<file path="config.mk">
export PLATFORM = sky130hd
export DESIGN_NAME = rgb2ycbcr
export DESIGN_NICKNAME = d
export VERILOG_FILES = /design/src/rtl/rgb2ycbcr_pkg.sv /design/src/rtl/rgb2ycbcr_chan.sv /design/src/rtl/rgb2ycbcr.sv
export VERILOG_INCLUDE_DIRS = /design/src /design/src/rtl
export SDC_FILE = /design/constraint.sdc
export NUM_CORES = 1
export LEC_CHECK = 0
export BUFFER_PORTS_ARGS = -buffer_cell sky130_fd_sc_hd__buf_2
export CORE_ASPECT_RATIO = 0.8
export CORE_MARGIN = 2
export CORE_UTILIZATION = 30
export CTS_BUF_LIST = sky130_fd_sc_hd__clkbuf_8
export CTS_CLUSTER_DIAMETER = 150
export CTS_CLUSTER_SIZE = 24
export DETAILED_ROUTE_END_ITERATION = 8
export GPL_TIMING_DRIVEN = 0
export PLACE_DENSITY = 0.48
export RECOVER_POWER = 100
export REMOVE_ABC_BUFFERS = 1
export SLEW_MARGIN = 40
export SYNTH_ARGS = -nofsm -noshare
export SYNTH_HDL_FRONTEND = slang
export SYNTH_SLANG_ARGS = --single-unit
</file>
<file path="constraint.sdc">
create_clock -name clk -period 3.6 [get_ports clk]
set_clock_uncertainty 0.2 [all_clocks]
set_input_delay 0.18 -clock clk [delete_from_list [all_inputs] [get_ports clk]]
set_output_delay 0.18 -clock clk [all_outputs]
set_load 0.02 [all_outputs]
</file>
<file path="src/rtl/datapath.vh">
// Datapath constants for the RGB -> YCbCr (BT.601 studio range) converter.
// Coefficients are scaled by 256. The sum width is large enough for every
// product and partial sum, so nothing overflows before the final shift.
`ifndef DATAPATH_VH
`define DATAPATH_VH

`define DP_PIX_W   8
`define DP_SUM_W   18
`define DP_SHIFT   8

// Y row
`define DP_Y_KR    66
`define DP_Y_KG    129
`define DP_Y_KB    25
// Cb row
`define DP_CB_KR   (-38)
`define DP_CB_KG   (-74)
`define DP_CB_KB   112
// Cr row
`define DP_CR_KR   112
`define DP_CR_KG   (-94)
`define DP_CR_KB   (-18)

// Output offsets and rounding constant (half of 2^DP_SHIFT)
`define DP_Y_OFF   16
`define DP_C_OFF   128
`define DP_RC      128

`endif

</file>
<file path="src/rtl/rgb2ycbcr_pkg.sv">
// Shared types and helpers for the rgb2ycbcr converter.
//   pix_t  : one 8-bit unsigned colour component
//   sum_t  : signed product/sum word
//   tag_t  : per-stage valid/last sideband carried alongside the data
//   sat_u8 : clamp a signed sum to 0..255
`include "datapath.vh"

package rgb2ycbcr_pkg;

  localparam int PIX_W = `DP_PIX_W;
  localparam int SUM_W = `DP_SUM_W;
  localparam int SHIFT = `DP_SHIFT;

  typedef logic [PIX_W-1:0]        pix_t;
  typedef logic signed [SUM_W-1:0] sum_t;

  typedef struct packed {
    logic valid;
    logic last;
  } tag_t;

  localparam sum_t PIX_MAX = sum_t'((1 << PIX_W) - 1);

  function automatic pix_t sat_u8(input sum_t v);
    if (v < 0) begin
      return '0;
    end else if (v > PIX_MAX) begin
      return '1;
    end else begin
      return v[PIX_W-1:0];
    end
  endfunction

endpackage

</file>
<file path="src/rtl/rgb2ycbcr_chan.sv">
// One output channel of the colour converter: c = sat((kr*r + kg*g + kb*b + rc) >>> 8) + offset).
// Three data stages; the top owns valid/last tracking and drives en.
// Ports:
//   clk     : clock
//   rst     : synchronous active-high reset (clears all data registers)
//   en      : pipeline advance enable, shared by all channels
//   r, g, b : unsigned input components
//   c       : saturated 8-bit channel result (stage-3 register)
`include "datapath.vh"

module rgb2ycbcr_chan
  import rgb2ycbcr_pkg::*;
#(
  parameter int KR     = 0,
  parameter int KG     = 0,
  parameter int KB     = 0,
  parameter int OFFSET = 0,
  parameter int RC     = 0
) (
  input  logic clk,
  input  logic rst,
  input  logic en,
  input  pix_t r,
  input  pix_t g,
  input  pix_t b,
  output pix_t c
);

  localparam sum_t KR_S  = sum_t'(KR);
  localparam sum_t KG_S  = sum_t'(KG);
  localparam sum_t KB_S  = sum_t'(KB);
  localparam sum_t OFF_S = sum_t'(OFFSET);
  localparam sum_t RC_S  = sum_t'(RC);

  sum_t prod_r;
  sum_t prod_g;
  sum_t prod_b;
  sum_t sum_s2;

  // Components are zero-extended before the signed multiply so that an
  // input of 255 is never read as -1.
  always_ff @(posedge clk) begin
    if (rst) begin
      prod_r <= '0;
      prod_g <= '0;
      prod_b <= '0;
      sum_s2 <= '0;
      c      <= '0;
    end else if (en) begin
      prod_r <= sum_t'(r) * KR_S;
      prod_g <= sum_t'(g) * KG_S;
      prod_b <= sum_t'(b) * KB_S;
      sum_s2 <= prod_r + prod_g + prod_b + RC_S;
      // Arithmetic shift floors negative chroma sums toward minus infinity.
      c      <= sat_u8((sum_s2 >>> SHIFT) + OFF_S);
    end
  end

endmodule

</file>
<file path="src/rtl/rgb2ycbcr.sv">
// RGB -> YCbCr (BT.601 studio range) converter with a 3-stage pipeline and
// valid/ready handshakes on both sides. Latency is 3 cycles, 1 pixel/cycle.
// Ports:
//   clk, rst            : clock, synchronous active-high reset
//   in_valid, in_ready  : input handshake
//   R, G, B, in_last    : input pixel and end-of-line flag
//   out_valid, out_ready: output handshake
//   Y, Cb, Cr, out_last : converted pixel and its end-of-line flag
// Parameter ROUND: 1 adds the rounding constant before the shift, 0 truncates.
`include "datapath.vh"

module rgb2ycbcr
  import rgb2ycbcr_pkg::*;
#(
  parameter int ROUND = 1
) (
  input  logic       clk,
  input  logic       rst,
  input  logic       in_valid,
  output logic       in_ready,
  input  logic [7:0] R,
  input  logic [7:0] G,
  input  logic [7:0] B,
  input  logic       in_last,
  output logic       out_valid,
  input  logic       out_ready,
  output logic [7:0] Y,
  output logic [7:0] Cb,
  output logic [7:0] Cr,
  output logic       out_last
);

  localparam int RC = (ROUND != 0) ? `DP_RC : 0;

  logic en;
  tag_t tag_s1;
  tag_t tag_s2;
  tag_t tag_s3;

  // The whole pipeline moves as one: it advances whenever the output
  // register is empty or being drained this cycle.
  assign en        = !tag_s3.valid || out_ready;
  // Reset forces ready high even before the output register has cleared.
  assign in_ready  = en || rst;
  assign out_valid = tag_s3.valid;
  assign out_last  = tag_s3.last;

  always_ff @(posedge clk) begin
    if (rst) begin
      tag_s1 <= '0;
      tag_s2 <= '0;
      tag_s3 <= '0;
    end else if (en) begin
      tag_s1 <= '{valid: in_valid, last: in_valid & in_last};
      tag_s2 <= tag_s1;
      tag_s3 <= tag_s2;
    end
  end

  rgb2ycbcr_chan #(
    .KR(`DP_Y_KR), .KG(`DP_Y_KG), .KB(`DP_Y_KB), .OFFSET(`DP_Y_OFF), .RC(RC)
  ) u_chan_y (
    .clk(clk), .rst(rst), .en(en), .r(R), .g(G), .b(B), .c(Y)
  );

  rgb2ycbcr_chan #(
    .KR(`DP_CB_KR), .KG(`DP_CB_KG), .KB(`DP_CB_KB), .OFFSET(`DP_C_OFF), .RC(RC)
  ) u_chan_cb (
    .clk(clk), .rst(rst), .en(en), .r(R), .g(G), .b(B), .c(Cb)
  );

  rgb2ycbcr_chan #(
    .KR(`DP_CR_KR), .KG(`DP_CR_KG), .KB(`DP_CR_KB), .OFFSET(`DP_C_OFF), .RC(RC)
  ) u_chan_cr (
    .clk(clk), .rst(rst), .en(en), .r(R), .g(G), .b(B), .c(Cr)
  );

endmodule

</file>
==> impl_metrics.env <==
export IMPL_met1_usage_pct=22.5
export IMPL_final_common_cell="ha_1"
export IMPL_synth_top_flop_cell="dfxtp_1"
export IMPL_insertion_delay_ns=0.50
export IMPL_nFillCells=4922
export IMPL_die_area_um2=49800
export IMPL_synthArstFlopShare_pct=0
export IMPL_crit_path_top_delay_cell="fa_1"
export IMPL_crit_arrival_ns=3.71
export IMPL_drc=0
export IMPL_path_cells="buf_12 -> inv_1 -> ha_4 -> inv_2 -> fa_1 -> fa_1 -> ha_4 -> ha_4 -> a21o_1 -> a21oi_4 -> o21bai_2 -> a2111o_1 -> buf_4 -> a21o_1 -> nand3_1 -> a21oi_1"
export IMPL_gr_max_usage_layer="met2"
export IMPL_p_leak_nw=8.06
export IMPL_num_vias=11000
export IMPL_max_freq_ghz=0.282
export IMPL_crit_fanout=6
export IMPL_yosys_area_top_type_share_pct=25.0
export IMPL_io_pins=56
export IMPL_final_nets=2122
export IMPL_yosysSeqAreaShare_pct=24.3
export IMPL_slew_headroom_pct=32.6
export IMPL_cts_sinks=175
export IMPL_postRouteAntennaNets=0
export IMPL_htree_levels=4
export IMPL_setup_ws_ns=0.0587
export IMPL_firstDrtPassIters=5
export IMPL_crit_top_cell="ha_4"
export IMPL_final_cell_mix="ha_1 (273), nand2_1 (251), dfxtp_1 (175), inv_1 (168), a21oi_1 (139)"
export IMPL_dp_hpwl_mm=28.8
export IMPL_die_y_um=200
export IMPL_yosys_warnings=0
export IMPL_antenna_found_initial=0
export IMPL_setup_tns_ns=0
export IMPL_clk_pin_slew_ns=0.10
export IMPL_antenna_cells=0
export IMPL_critical_path_startpoint_type="input pin"
export IMPL_clockRootBuffer="clkbuf_8"
export IMPL_core_area_um2=47300
export IMPL_cts_tree="done"
export IMPL_area_growth_syn_to_layout_pct=17.5
export IMPL_avgRoutedWirePerCell_um=15.9
export IMPL_synthTopCellsByArea="ha_1 (25%), dfxtp_1 (24%), fa_1 (14%)"
export IMPL_netlist_top_cell_by_area="ha_1"
export IMPL_final_min_clock_period_ns=3.54
export IMPL_fin_util_pct=35.8
export IMPL_gr_usage_met3_pct=2.62
export IMPL_fin_crit_sh_pct=98.4
export IMPL_power_density_nw_per_um2=625
export IMPL_vdd_drop_max_v=0.000271
export IMPL_synth_edf_count=0
export IMPL_postSynthAreaPerCell_um2=8.91
export IMPL_drtIter0Drc=524
export IMPL_finalPower_mw=10.6
export IMPL_track_usage_pct=15.4
export IMPL_drive_above_1_share_pct=10.1
export IMPL_rows=71
export IMPL_finalHoldViolCount=0
export IMPL_synth_cell_area_um2=14400
export IMPL_max_stage_delay_ns=0.56
export IMPL_die_w_um=249
export IMPL_cts_buffers=17
export IMPL_grt_start_max_net_pins=72
export IMPL_synthesis_instances=1618
export IMPL_crit_buf_inv=4
export IMPL_wirelength_mm=37.3
export IMPL_numPortBuffers=55
export IMPL_viasPerCell=4.69
export IMPL_tightest_slew_ns=1.01
export IMPL_critPathTopFamily="adder cells"
export IMPL_preCtsSetupSlack_ns=-1.05
export IMPL_start_util_pct=30.5
export IMPL_worst_endpoint_required_ns=3.77
export IMPL_place_inst=2254
export IMPL_max_clock_path_buffers=2
export IMPL_hold_class="input pin to flip-flop"
export IMPL_finalSetupViolations=0
export IMPL_synth_distinct_cells=64
export IMPL_groute_layer_met2_usage_pct=23.9
export IMPL_place_congestion=0.783
export IMPL_grt_pass1_wl_mm=60.0
export IMPL_crit_type="input pin to flip-flop"
export IMPL_endpoint_kind="flip-flop"
export IMPL_ys_seq_elements=175
export IMPL_instances_no_fill=2340
export IMPL_drv_cap=0
export IMPL_grt_pass1_vias=10900
export IMPL_drv_slew=0
export IMPL_status="completed"
export IMPL_grt_remaining_overflow=0
==> sequential cells by signal, indices dropped and copies added (netlist names), 2 cells and up <==
register / flops
tag_s2: 2
u_chan_cr.prod_r: 10
u_chan_y.prod_b: 12
u_chan_cb.sum_s2: 10
u_chan_cr.sum_s2: 10
u_chan_y.prod_g: 12
u_chan_y.prod_r: 12
u_chan_cb.prod_r: 15
u_chan_cr.c: 8
u_chan_cb.prod_b: 9
u_chan_cr.prod_g: 15
u_chan_cb.prod_g: 16
u_chan_cr.prod_b: 14
tag_s1: 2
u_chan_y.sum_s2: 10
u_chan_y.c: 8
u_chan_cb.c: 8
==> stage by stage <==
step	hold slack, ns	cell area [µm²]
CTS	0.0124	16600
floorplan	0.0491	14200
global route	0.0259	16900
finish	0.0454	16900
global placement	0.220	15300
detailed placement	0.228	15500
==> layer usage <==
layer  up-vias  routed length, µm
met5         -                  0
met2       124              15900
met4         0                510
met3        25               1050
li1       5665                  -
met1      5166              19900
==> Yosys cell counts, drive strengths merged, types with 2 or more instances <==
| library cell | instances |
|---|---|
| or3 | 9 |
| ha | 288 |
| o21a | 3 |
| dfxtp | 175 |
| fa | 98 |
| o311ai | 3 |
| a2111o | 2 |
| a211oi | 25 |
| a21boi | 8 |
| nand4 | 10 |
| nand2 | 251 |
| xor2 | 11 |
| a21oi | 148 |
| xnor2 | 57 |
| a22o | 2 |
| o31ai | 8 |
| a21o | 24 |
| a311oi | 5 |
| and2 | 3 |
| nor3 | 16 |
| nor2 | 68 |
| or2 | 7 |
| inv | 177 |
| buf | 2 |
| nand4b | 2 |
| or4 | 2 |
| nor2b | 10 |
| o22ai | 3 |
| nor4 | 5 |
| a2bb2oi | 2 |
| a2111oi | 2 |
| o21ai | 68 |
| and3 | 4 |
| a32o | 3 |
| clkbuf | 49 |
| nand2b | 8 |
| o211ai | 3 |
| nor3b | 5 |
| nand3 | 23 |
| o21bai | 10 |
| a31oi | 4 |
==> path summary, 6_finish.rpt <==
check / slack, ns / startpoint / depth (start not counted) / end
worst min-delay path: 0.05 / G[4] / 4 / u_chan_cr.prod_g[5]
worst min register to register: 0.24 / u_chan_y.c[3] / 2 / u_chan_y.c[3]
worst max register to register: 0.12 / u_chan_cr.prod_g[4] / 10 / u_chan_y.sum_s2[16]
worst max-delay path: 0.06 / R[4] / 16 / u_chan_cb.prod_r[13]
==> cell type report <==
| cell class | count | area (µm²) | area share (%) |
|---|---|---|---|
| multi-input cells | 1215 | 10500 | 62.3 |
| flip-flops and latches | 175 | 3500 | 20.7 |
| clock inverters | 15 | 175 | 1.03 |
| inverters | 177 | 676 | 3.99 |
| repair buffers | 121 | 1030 | 6.08 |
| clock buffers | 17 | 234 | 1.38 |
| well taps | 620 | 776 | 4.58 |
==> where the power goes <==
group	total, mW	internal (mW)	switching, mW
registers	2.83	2.43	0.405
clock network	1.44	0.588	0.856
logic	6.32	2.76	3.55
==> what timing repair did <==
action                     in CTS  in global routing
setup endpoints to repair      16                 26
pin swaps                      17                 37
resized for setup              62                 56
hold endpoints to repair       67                  0
cloned                          0                  0
buffers inserted               10                 11
hold buffers                   33                  0
==> tightest hold or removal path, cell delays in order <==
cell     delay, ns
buf_4         0.17
ha_1          0.17
nand2_1       0.05
a21oi_1       0.13
==> cell families (layout without fill, tap and decap cells) <==
group / after synthesis / after routing / synth area share (%)
compound gates: 335 / 335 / 14.3
xor+xnor: 68 / 68 / 4.13
fa+ha+maj: 386 / 386 / 38.6
buf+inv: 228 / 330 / 5.93
flops: 175 / 175 / 24.3
simple gates: 426 / 426 / 12.8
Note: power is estimated with default switching activity, not from simulation.
